--- src/rtl/cpu_reset_ctrl_pkg.sv ---
// Shared definitions for the CPU reset/run/watchdog sequencer.
// STATE_W and the state enum are also used by the top-level LED/debug mux,
// so the encodings below are visible on the board and must stay fixed.
package cpu_ctrl_pkg;

  localparam int STATE_W = 3;

  typedef enum logic [STATE_W-1:0] {
    ST_WAIT_LOCK = 3'd0,
    ST_HOLD      = 3'd1,
    ST_RUN       = 3'd2,
    ST_HALTED    = 3'd3,
    ST_WDT_RST   = 3'd4
  } cpu_state_e;

endpackage

--- src/rtl/cpu_reset_ctrl_if.sv ---
// Bus between the PLL/CPU glue and the reset sequencer.
//   pll_locked  : PLL lock indicator, asynchronous to clk
//   wdt_kick    : single-cycle watchdog restart pulse from the CPU
//   wdt_clear   : clears the sticky wdt_fired flag
//   halt_req    : debug freeze request (level)
//   halt_ack    : high while the CPU is frozen
//   cpu_rst     : CPU reset
//   cpu_en      : CPU clock enable, 1 = execute
//   wdt_fired   : sticky watchdog-reset indicator
//   state       : current sequencer state for LEDs/debug
// master = the side driving requests (board glue / bench), slave = sequencer.
interface cpu_reset_ctrl_if;
  import cpu_ctrl_pkg::*;

  logic               pll_locked;
  logic               wdt_kick;
  logic               wdt_clear;
  logic               halt_req;
  logic               halt_ack;
  logic               cpu_rst;
  logic               cpu_en;
  logic               wdt_fired;
  logic [STATE_W-1:0] state;

  modport master (
    output pll_locked, wdt_kick, wdt_clear, halt_req,
    input  halt_ack, cpu_rst, cpu_en, wdt_fired, state
  );

  modport slave (
    input  pll_locked, wdt_kick, wdt_clear, halt_req,
    output halt_ack, cpu_rst, cpu_en, wdt_fired, state
  );

endinterface

--- src/rtl/cpu_reset_ctrl_sync_ff.sv ---
// Multi-stage synchronizer for a single asynchronous bit.
//   clk  : destination clock
//   rst  : asynchronous active-high reset, clears every stage to 0
//   i_d  : asynchronous input
//   o_q  : synchronized output, STAGES clock edges behind i_d
module sync_ff #(
  parameter int STAGES = 2
) (
  input  logic clk,
  input  logic rst,
  input  logic i_d,
  output logic o_q
);

  logic [STAGES-1:0] r_chain;

  // Shift the raw input through the flop chain; only the last stage is
  // considered safe to use in clk-domain decisions.
  always_ff @(posedge clk or posedge rst) begin
    if (rst) begin
      r_chain <= '0;
    end else begin
      r_chain <= {r_chain[STAGES-2:0], i_d};
    end
  end

  assign o_q = r_chain[STAGES-1];

endmodule

--- src/rtl/cpu_reset_ctrl.sv ---
// Reset, run and watchdog sequencer for the Boneless CPU on tinyBX.
// Holds the CPU in reset until the PLL lock is stable, releases it after
// HOLD_CYCLES cycles, supports a debug halt through the clock enable and
// re-resets the CPU when software stops kicking the watchdog.
//   clk  : 48 MHz PLL clock
//   rst  : asynchronous active-high reset
//   bus  : slave side of cpu_reset_ctrl_if (lock, kick, clear, halt
//          request in; halt_ack, cpu_rst, cpu_en, wdt_fired, state out)
module cpu_reset_ctrl
  import cpu_ctrl_pkg::*;
#(
  parameter int HOLD_CYCLES = 32,
  parameter int WDT_WIDTH   = 20,
  parameter int WDT_ENABLE  = 1,
  parameter int SYNC_STAGES = 2
) (
  input logic            clk,
  input logic            rst,
  cpu_reset_ctrl_if.slave bus
);

  localparam int                   HOLD_W    = $clog2(HOLD_CYCLES);
  localparam logic [HOLD_W-1:0]    HOLD_LAST = HOLD_W'(HOLD_CYCLES - 1);
  localparam logic [WDT_WIDTH-1:0] WDT_LAST  = '1;

  cpu_state_e           r_state;
  cpu_state_e           w_stateNext;
  logic [HOLD_W-1:0]    r_holdCnt;
  logic [HOLD_W-1:0]    w_holdNext;
  logic [WDT_WIDTH-1:0] r_wdtCnt;
  logic [WDT_WIDTH-1:0] w_wdtNext;
  logic                 r_wdtFired;
  logic                 w_firedNext;
  logic                 w_lockedS;
  logic                 w_wdtTrip;

  sync_ff #(
    .STAGES(SYNC_STAGES)
  ) u_lockSync (
    .clk(clk),
    .rst(rst),
    .i_d(bus.pll_locked),
    .o_q(w_lockedS)
  );

  // A trip needs the counter at terminal count and no kick in the same
  // cycle, so a kick landing exactly on the last cycle still saves the CPU.
  assign w_wdtTrip = (WDT_ENABLE != 0) && (r_wdtCnt == WDT_LAST) && !bus.wdt_kick;

  // State, counters and the sticky flag all live here so every output is
  // decoded from flops only.
  always_ff @(posedge clk or posedge rst) begin
    if (rst) begin
      r_state    <= ST_WAIT_LOCK;
      r_holdCnt  <= '0;
      r_wdtCnt   <= '0;
      r_wdtFired <= 1'b0;
    end else begin
      r_state    <= w_stateNext;
      r_holdCnt  <= w_holdNext;
      r_wdtCnt   <= w_wdtNext;
      r_wdtFired <= w_firedNext;
    end
  end

  // Next-state logic. Lock loss wins over a watchdog trip, which wins over
  // a halt request. Halt is only honoured from RUN, so the CPU always gets
  // at least one executing cycle after reset release. The watchdog only
  // moves in RUN and is frozen in HALTED, so a debug session cannot trip it.
  always_comb begin
    w_stateNext = r_state;
    w_holdNext  = r_holdCnt;
    w_wdtNext   = r_wdtCnt;
    w_firedNext = r_wdtFired & ~bus.wdt_clear;

    case (r_state)
      ST_WAIT_LOCK: begin
        if (w_lockedS) begin
          w_stateNext = ST_HOLD;
          w_holdNext  = '0;
        end
      end

      ST_HOLD: begin
        if (!w_lockedS) begin
          w_stateNext = ST_WAIT_LOCK;
          w_holdNext  = '0;
        end else if (r_holdCnt == HOLD_LAST) begin
          w_stateNext = ST_RUN;
          w_wdtNext   = '0;
        end else begin
          w_holdNext = r_holdCnt + HOLD_W'(1);
        end
      end

      ST_RUN: begin
        if (WDT_ENABLE == 0 || bus.wdt_kick || w_wdtTrip) begin
          w_wdtNext = '0;
        end else begin
          w_wdtNext = r_wdtCnt + WDT_WIDTH'(1);
        end
        if (!w_lockedS) begin
          w_stateNext = ST_WAIT_LOCK;
        end else if (w_wdtTrip) begin
          w_stateNext = ST_WDT_RST;
          w_firedNext = 1'b1;
        end else if (bus.halt_req) begin
          w_stateNext = ST_HALTED;
        end
      end

      ST_HALTED: begin
        if (!w_lockedS) begin
          w_stateNext = ST_WAIT_LOCK;
        end else if (!bus.halt_req) begin
          w_stateNext = ST_RUN;
        end
      end

      ST_WDT_RST: begin
        if (!w_lockedS) begin
          w_stateNext = ST_WAIT_LOCK;
        end else begin
          w_stateNext = ST_HOLD;
          w_holdNext  = '0;
        end
      end

      default: begin
        w_stateNext = ST_WAIT_LOCK;
        w_holdNext  = '0;
      end
    endcase
  end

  assign bus.cpu_rst   = (r_state == ST_WAIT_LOCK) || (r_state == ST_HOLD) ||
                         (r_state == ST_WDT_RST);
  assign bus.cpu_en    = (r_state == ST_RUN);
  assign bus.halt_ack  = (r_state == ST_HALTED);
  assign bus.wdt_fired = r_wdtFired;
  assign bus.state     = r_state;

endmodule

--- src/flat_wrapper.sv ---
// flat-port wrapper written by rule: the top's interface ports become plain ports
module cpu_reset_ctrl_flat import cpu_ctrl_pkg::*;
#(
  parameter int HOLD_CYCLES = 32,
  parameter int WDT_WIDTH   = 20,
  parameter int WDT_ENABLE  = 1,
  parameter int SYNC_STAGES = 2
)
  (clk, rst, bus_pll_locked, bus_wdt_kick, bus_wdt_clear, bus_halt_req, bus_halt_ack, bus_cpu_rst, bus_cpu_en, bus_wdt_fired, bus_state);
  cpu_reset_ctrl_if bus_i ();
  input logic clk;
  input logic rst;
  input wire logic [$bits(bus_i.pll_locked)-1:0] bus_pll_locked;
  input wire logic [$bits(bus_i.wdt_kick)-1:0] bus_wdt_kick;
  input wire logic [$bits(bus_i.wdt_clear)-1:0] bus_wdt_clear;
  input wire logic [$bits(bus_i.halt_req)-1:0] bus_halt_req;
  output wire logic [$bits(bus_i.halt_ack)-1:0] bus_halt_ack;
  output wire logic [$bits(bus_i.cpu_rst)-1:0] bus_cpu_rst;
  output wire logic [$bits(bus_i.cpu_en)-1:0] bus_cpu_en;
  output wire logic [$bits(bus_i.wdt_fired)-1:0] bus_wdt_fired;
  output wire logic [$bits(bus_i.state)-1:0] bus_state;
  assign bus_i.pll_locked = bus_pll_locked;
  assign bus_i.wdt_kick = bus_wdt_kick;
  assign bus_i.wdt_clear = bus_wdt_clear;
  assign bus_i.halt_req = bus_halt_req;
  assign bus_halt_ack = bus_i.halt_ack;
  assign bus_cpu_rst = bus_i.cpu_rst;
  assign bus_cpu_en = bus_i.cpu_en;
  assign bus_wdt_fired = bus_i.wdt_fired;
  assign bus_state = bus_i.state;
  cpu_reset_ctrl #(.HOLD_CYCLES(HOLD_CYCLES), .WDT_WIDTH(WDT_WIDTH), .WDT_ENABLE(WDT_ENABLE), .SYNC_STAGES(SYNC_STAGES)) u_core (.clk(clk), .rst(rst), .bus(bus_i));
endmodule
--- config.mk ---
export PLATFORM = sky130hd
export DESIGN_NAME = cpu_reset_ctrl_flat
export DESIGN_NICKNAME = d
export VERILOG_FILES = /design/src/rtl/cpu_reset_ctrl_pkg.sv /design/src/rtl/cpu_reset_ctrl_if.sv /design/src/rtl/cpu_reset_ctrl_sync_ff.sv /design/src/rtl/cpu_reset_ctrl.sv /design/src/flat_wrapper.sv
export SDC_FILE = /design/constraint.sdc
export NUM_CORES = 1
export LEC_CHECK = 0
export CORE_ASPECT_RATIO = 0.5
export CORE_MARGIN = 2
export CORE_UTILIZATION = 45
export CTS_BUF_LIST = sky130_fd_sc_hd__clkbuf_4 sky130_fd_sc_hd__clkbuf_8 sky130_fd_sc_hd__clkbuf_16
export DETAILED_ROUTE_END_ITERATION = 16
export PLACE_DENSITY_LB_ADDON = 0.25
export REMOVE_ABC_BUFFERS = 1
export SLEW_MARGIN = 25
export SYNTH_ARGS = -nofsm -noshare
export SYNTH_HDL_FRONTEND = slang
export SYNTH_SLANG_ARGS = --single-unit
--- constraint.sdc ---
create_clock -name clk -period 2.05 [get_ports clk]
set_clock_uncertainty 0.15 [all_clocks]
set_input_delay 0.41 -clock clk [delete_from_list [all_inputs] [get_ports clk]]
set_output_delay 0.41 -clock clk [all_outputs]
set_load 0.02 [all_outputs]
==> impl_results.md <==
- Clock transition at path regs: approximately 0.07 ns
- Hold WC Path Type: reg -> reg
- Post-layout nets: between 200 and 300
- First-pass GRT wire length: about 7.5 mm
- CTS tree: yes
- Gate Count Post-Synth: 200
- Worst vdd rail ir drop: 0.2945 mV
- PnR worst setup slack: -0.04561 ns
- Cell Area, Placed: 2181 um^2
- Pwr Density: roughly 540 nW/um^2
- Setup WS pre-CTS: -0.2470 ns
- Initial Util: 0.4621
- Hold Buf Count CTS: 0
- Worst endpoint required time: about 2.1 ns
- Yosys warning total: 0
- Number of CTS-inserted buffers: 5
- # diodes: 0
- Max capacitance violation total: 0
- Rel. slew slack: 0.7256
- Critical Path AT: 2.12 ns
- Slew Viols, Final: 0
- Area Overhead vs Synth: 38.82%
- CTS Sinks: 31
- Chip width: 93.08 um
- Detailed-route via count: about 1700
- Congestion Overflow GR: 0
- Rows: 16
- Startpoint types: flop
- Drt drc: 0
- RSZ-0062 raised after global routing: true
- CP cell instances: ha_2, and3_4, ha_4, nand4b_1, a21o_1, buf_6, nor3_4, mux2i_1, nor3_2
- Vias in the first global route: ~1600
- Placed cells: 290
- Min Hold Slack: approximately 0.2 ns
- Synth Cell Area: 1785 um^2
- Synth cell types: 39
- Largest net degree at the start of global routing: 32
- Height of the chip: about 49 um
- Clock period minus worst slack: roughly 2.1 ns
- Antenna Nets Post-Route: 0
- Area share of the largest cell type after synthesis: 0.4345
- Post-synth EDFFs: 0
- Total iterations of the first detailed-routing run: 4
- Setup TNS: -0.09094 ns
- FILL cells: 308
- Synth top area cells: dfrtp_1, o21ai_0, nand2_1
- Placer Congestion: 0.8935
- Setup violators final: 2
- Most frequent cells after synthesis: dfrtp_1, nand2_1, o21ai_0
- Dpl hpwl: between 2 and 3 mm
- Synth Register Bits: 31
- Hold depth: 0
- Fmax: 477.2 MHz
- Final Hold Vio Count: 0
- Period utilization: 1.022
- Share of post-route cells with drive strength above 1: 0.3052
- Wire per inst: between 10 and 15 um
- Crit path kind: reg -> reg
- Slowest stage delay, CP: 0.36 ns
- Most common cell in the netlist: dfrtp_1
- Total track usage: 0.2093
- Vias per inst: roughly 5.6
- Die ar.: 4518 um^2
- Initial DRC Count: between 100 and 150
- Synth area leader: dfrtp_1
- CP Capture Type: flop
- CORE AREA: 3864 um^2
- CP Max Fanout: 3
- Worst Max-Slew Pin Slew: between 0.4 and 0.5 ns
- CTS H-tree lvls: 2
- Fin cells: between 300 and 400
- Root buffer cell: clkbuf_8
- Sequential element share of the synthesized area: 0.4345
- P_leak: ~0.0011 uW
- Failing checks: setup timing
- Main synth FF type: dfrtp_1
- Status: finished, violations left
- Design area: around 2500 um^2
- Clock buffer depth: 2
- R2r worst-path depth: 9
- Avg Synthesized Cell Area: a little under 9 um^2
- R2R Setup Slk: -0.05 ns
- Port buffer count: 12
- CP max stage cell: dfrtp_1
- Async SR Flop Fraction: 1.000
- Clk_lat worst skew: between 0.2 and 0.3 ns
- Initial antenna violation count: 0
- Count of boundary I/O pins: 13
- Final WL: roughly 4.4 mm
-- per-layer routing --
layer / vias to the layer above / share of wire / global-route usage
met1: 818 / 0.47 / 0.2713
met2: 34 / 0.49 / 0.3551
met3: 3 / 0.042 / 0.04206
met4: 0 / 0.0039 / 0.06618
li1: 835 / - / -
met5: - / 0 / 0
-- worst paths after layout --
path | startpoint | endpoint
worst max-delay path | u_core.r_holdCnt[1]$_DFFE_PP0P_ | u_core.r_wdtCnt[17]$_DFFE_PP0P_
worst min-delay path | u_core.u_lockSync.r_chain[0]$_DFF_PP0_ | u_core.u_lockSync.r_chain[1]$_DFF_PP0_
worst max register to register | u_core.r_holdCnt[1]$_DFFE_PP0P_ | u_core.r_wdtCnt[17]$_DFFE_PP0P_
worst min register to register | u_core.u_lockSync.r_chain[0]$_DFF_PP0_ | u_core.u_lockSync.r_chain[1]$_DFF_PP0_
max in group asynchronous | rst | u_core.r_wdtCnt[2]$_DFFE_PP0P_
min in group asynchronous | rst | u_core.r_wdtCnt[12]$_DFFE_PP0P_
-- state kept, by name, indices dropped and copies added, names as in the netlist --
| signal | cells |
|---|---|
| u_core.u_lockSync.r_chain | 2 |
| u_core.bus.wdt_fired | 1 |
| u_core.r_holdCnt | 5 |
| u_core.r_wdtCnt | 20 |
| u_core.bus.state | 3 |
-- final cells by class --
cell class,instances,area [um^2],area share
clock buffer,6,82.58,0.03332
clock inverter,2,35.03,0.01413
inverter,7,26.28,0.01060
multi-input combinational,154,1084,0.4372
sequential,31,775.7,0.3130
tap,54,67.56,0.02726
timing repair buffer,49,407.9,0.1646
-- critical path, delay by kind of cell (launching register included) --
kind	cells	cell delay, ns
mux	1	0.24
buf+inv	1	0.13
simple gates	4	0.56
fa+ha+maj	2	0.30
compound gates	1	0.23
flops	1	0.36
-- metrics by stage --
step / util / power (uW)
final: 0.6415 / 1348
after global routing: 0.6415 / 1403
after CTS: 0.6133 / 1352
after detailed placement: 0.5644 / 721.8
after global placement: 0.5644 / 720.0
after floorplan: - / 681.2
-- cells by family after synthesis --
kind of cell / count (synthesis) / synth area share
AO/OA/AOI/OAI: 54 / 0.1836
XOR/XNOR: 2 / 0.009813
adder cells (fa/ha/maj): 3 / 0.02103
buffers and inverters: 15 / 0.03294
flip-flops: 31 / 0.4345
multiplexers: 4 / 0.02313
AND/OR/NAND/NOR: 91 / 0.2950
-- where the power goes --
group          internal (uW)  leakage, uW  switching (uW)  total (uW)
Sequential               623     0.000411            13.5         637
Combinational           40.7     0.000613            40.9        81.6
Clock                    393    0.0000612             236         630
-- cells in the final DEF, fill, tap and decap left out, drive strengths merged, types with 2 or more instances in the layout --
master,netlist,final
or4b,2,2
a22o,2,2
dfrtp,31,31
nand2b,3,3
clkdlybuf4s50,0,7
clkbuf,6,6
and3,5,5
o31ai,5,5
nor2,16,16
a21o,6,6
inv,7,7
nand4,2,2
ha,3,3
nor3,7,7
or3,6,6
o21ai,19,19
a21oi,11,11
dlygate4sd2,0,3
xnor2,2,2
nand3,17,17
mux2i,3,3
a31oi,4,4
and4,3,3
o22ai,3,3
nor4,4,4
buf,2,37
nand2,23,23
-- timing repair --
action | in CTS | in global routing
endpoints found under the setup margin | 15 | 22
resized for setup | 13 | 33
pin swaps | 7 | 11
buffers inserted | 6 | 0
Note: power is estimated with default switching activity, not from simulation.
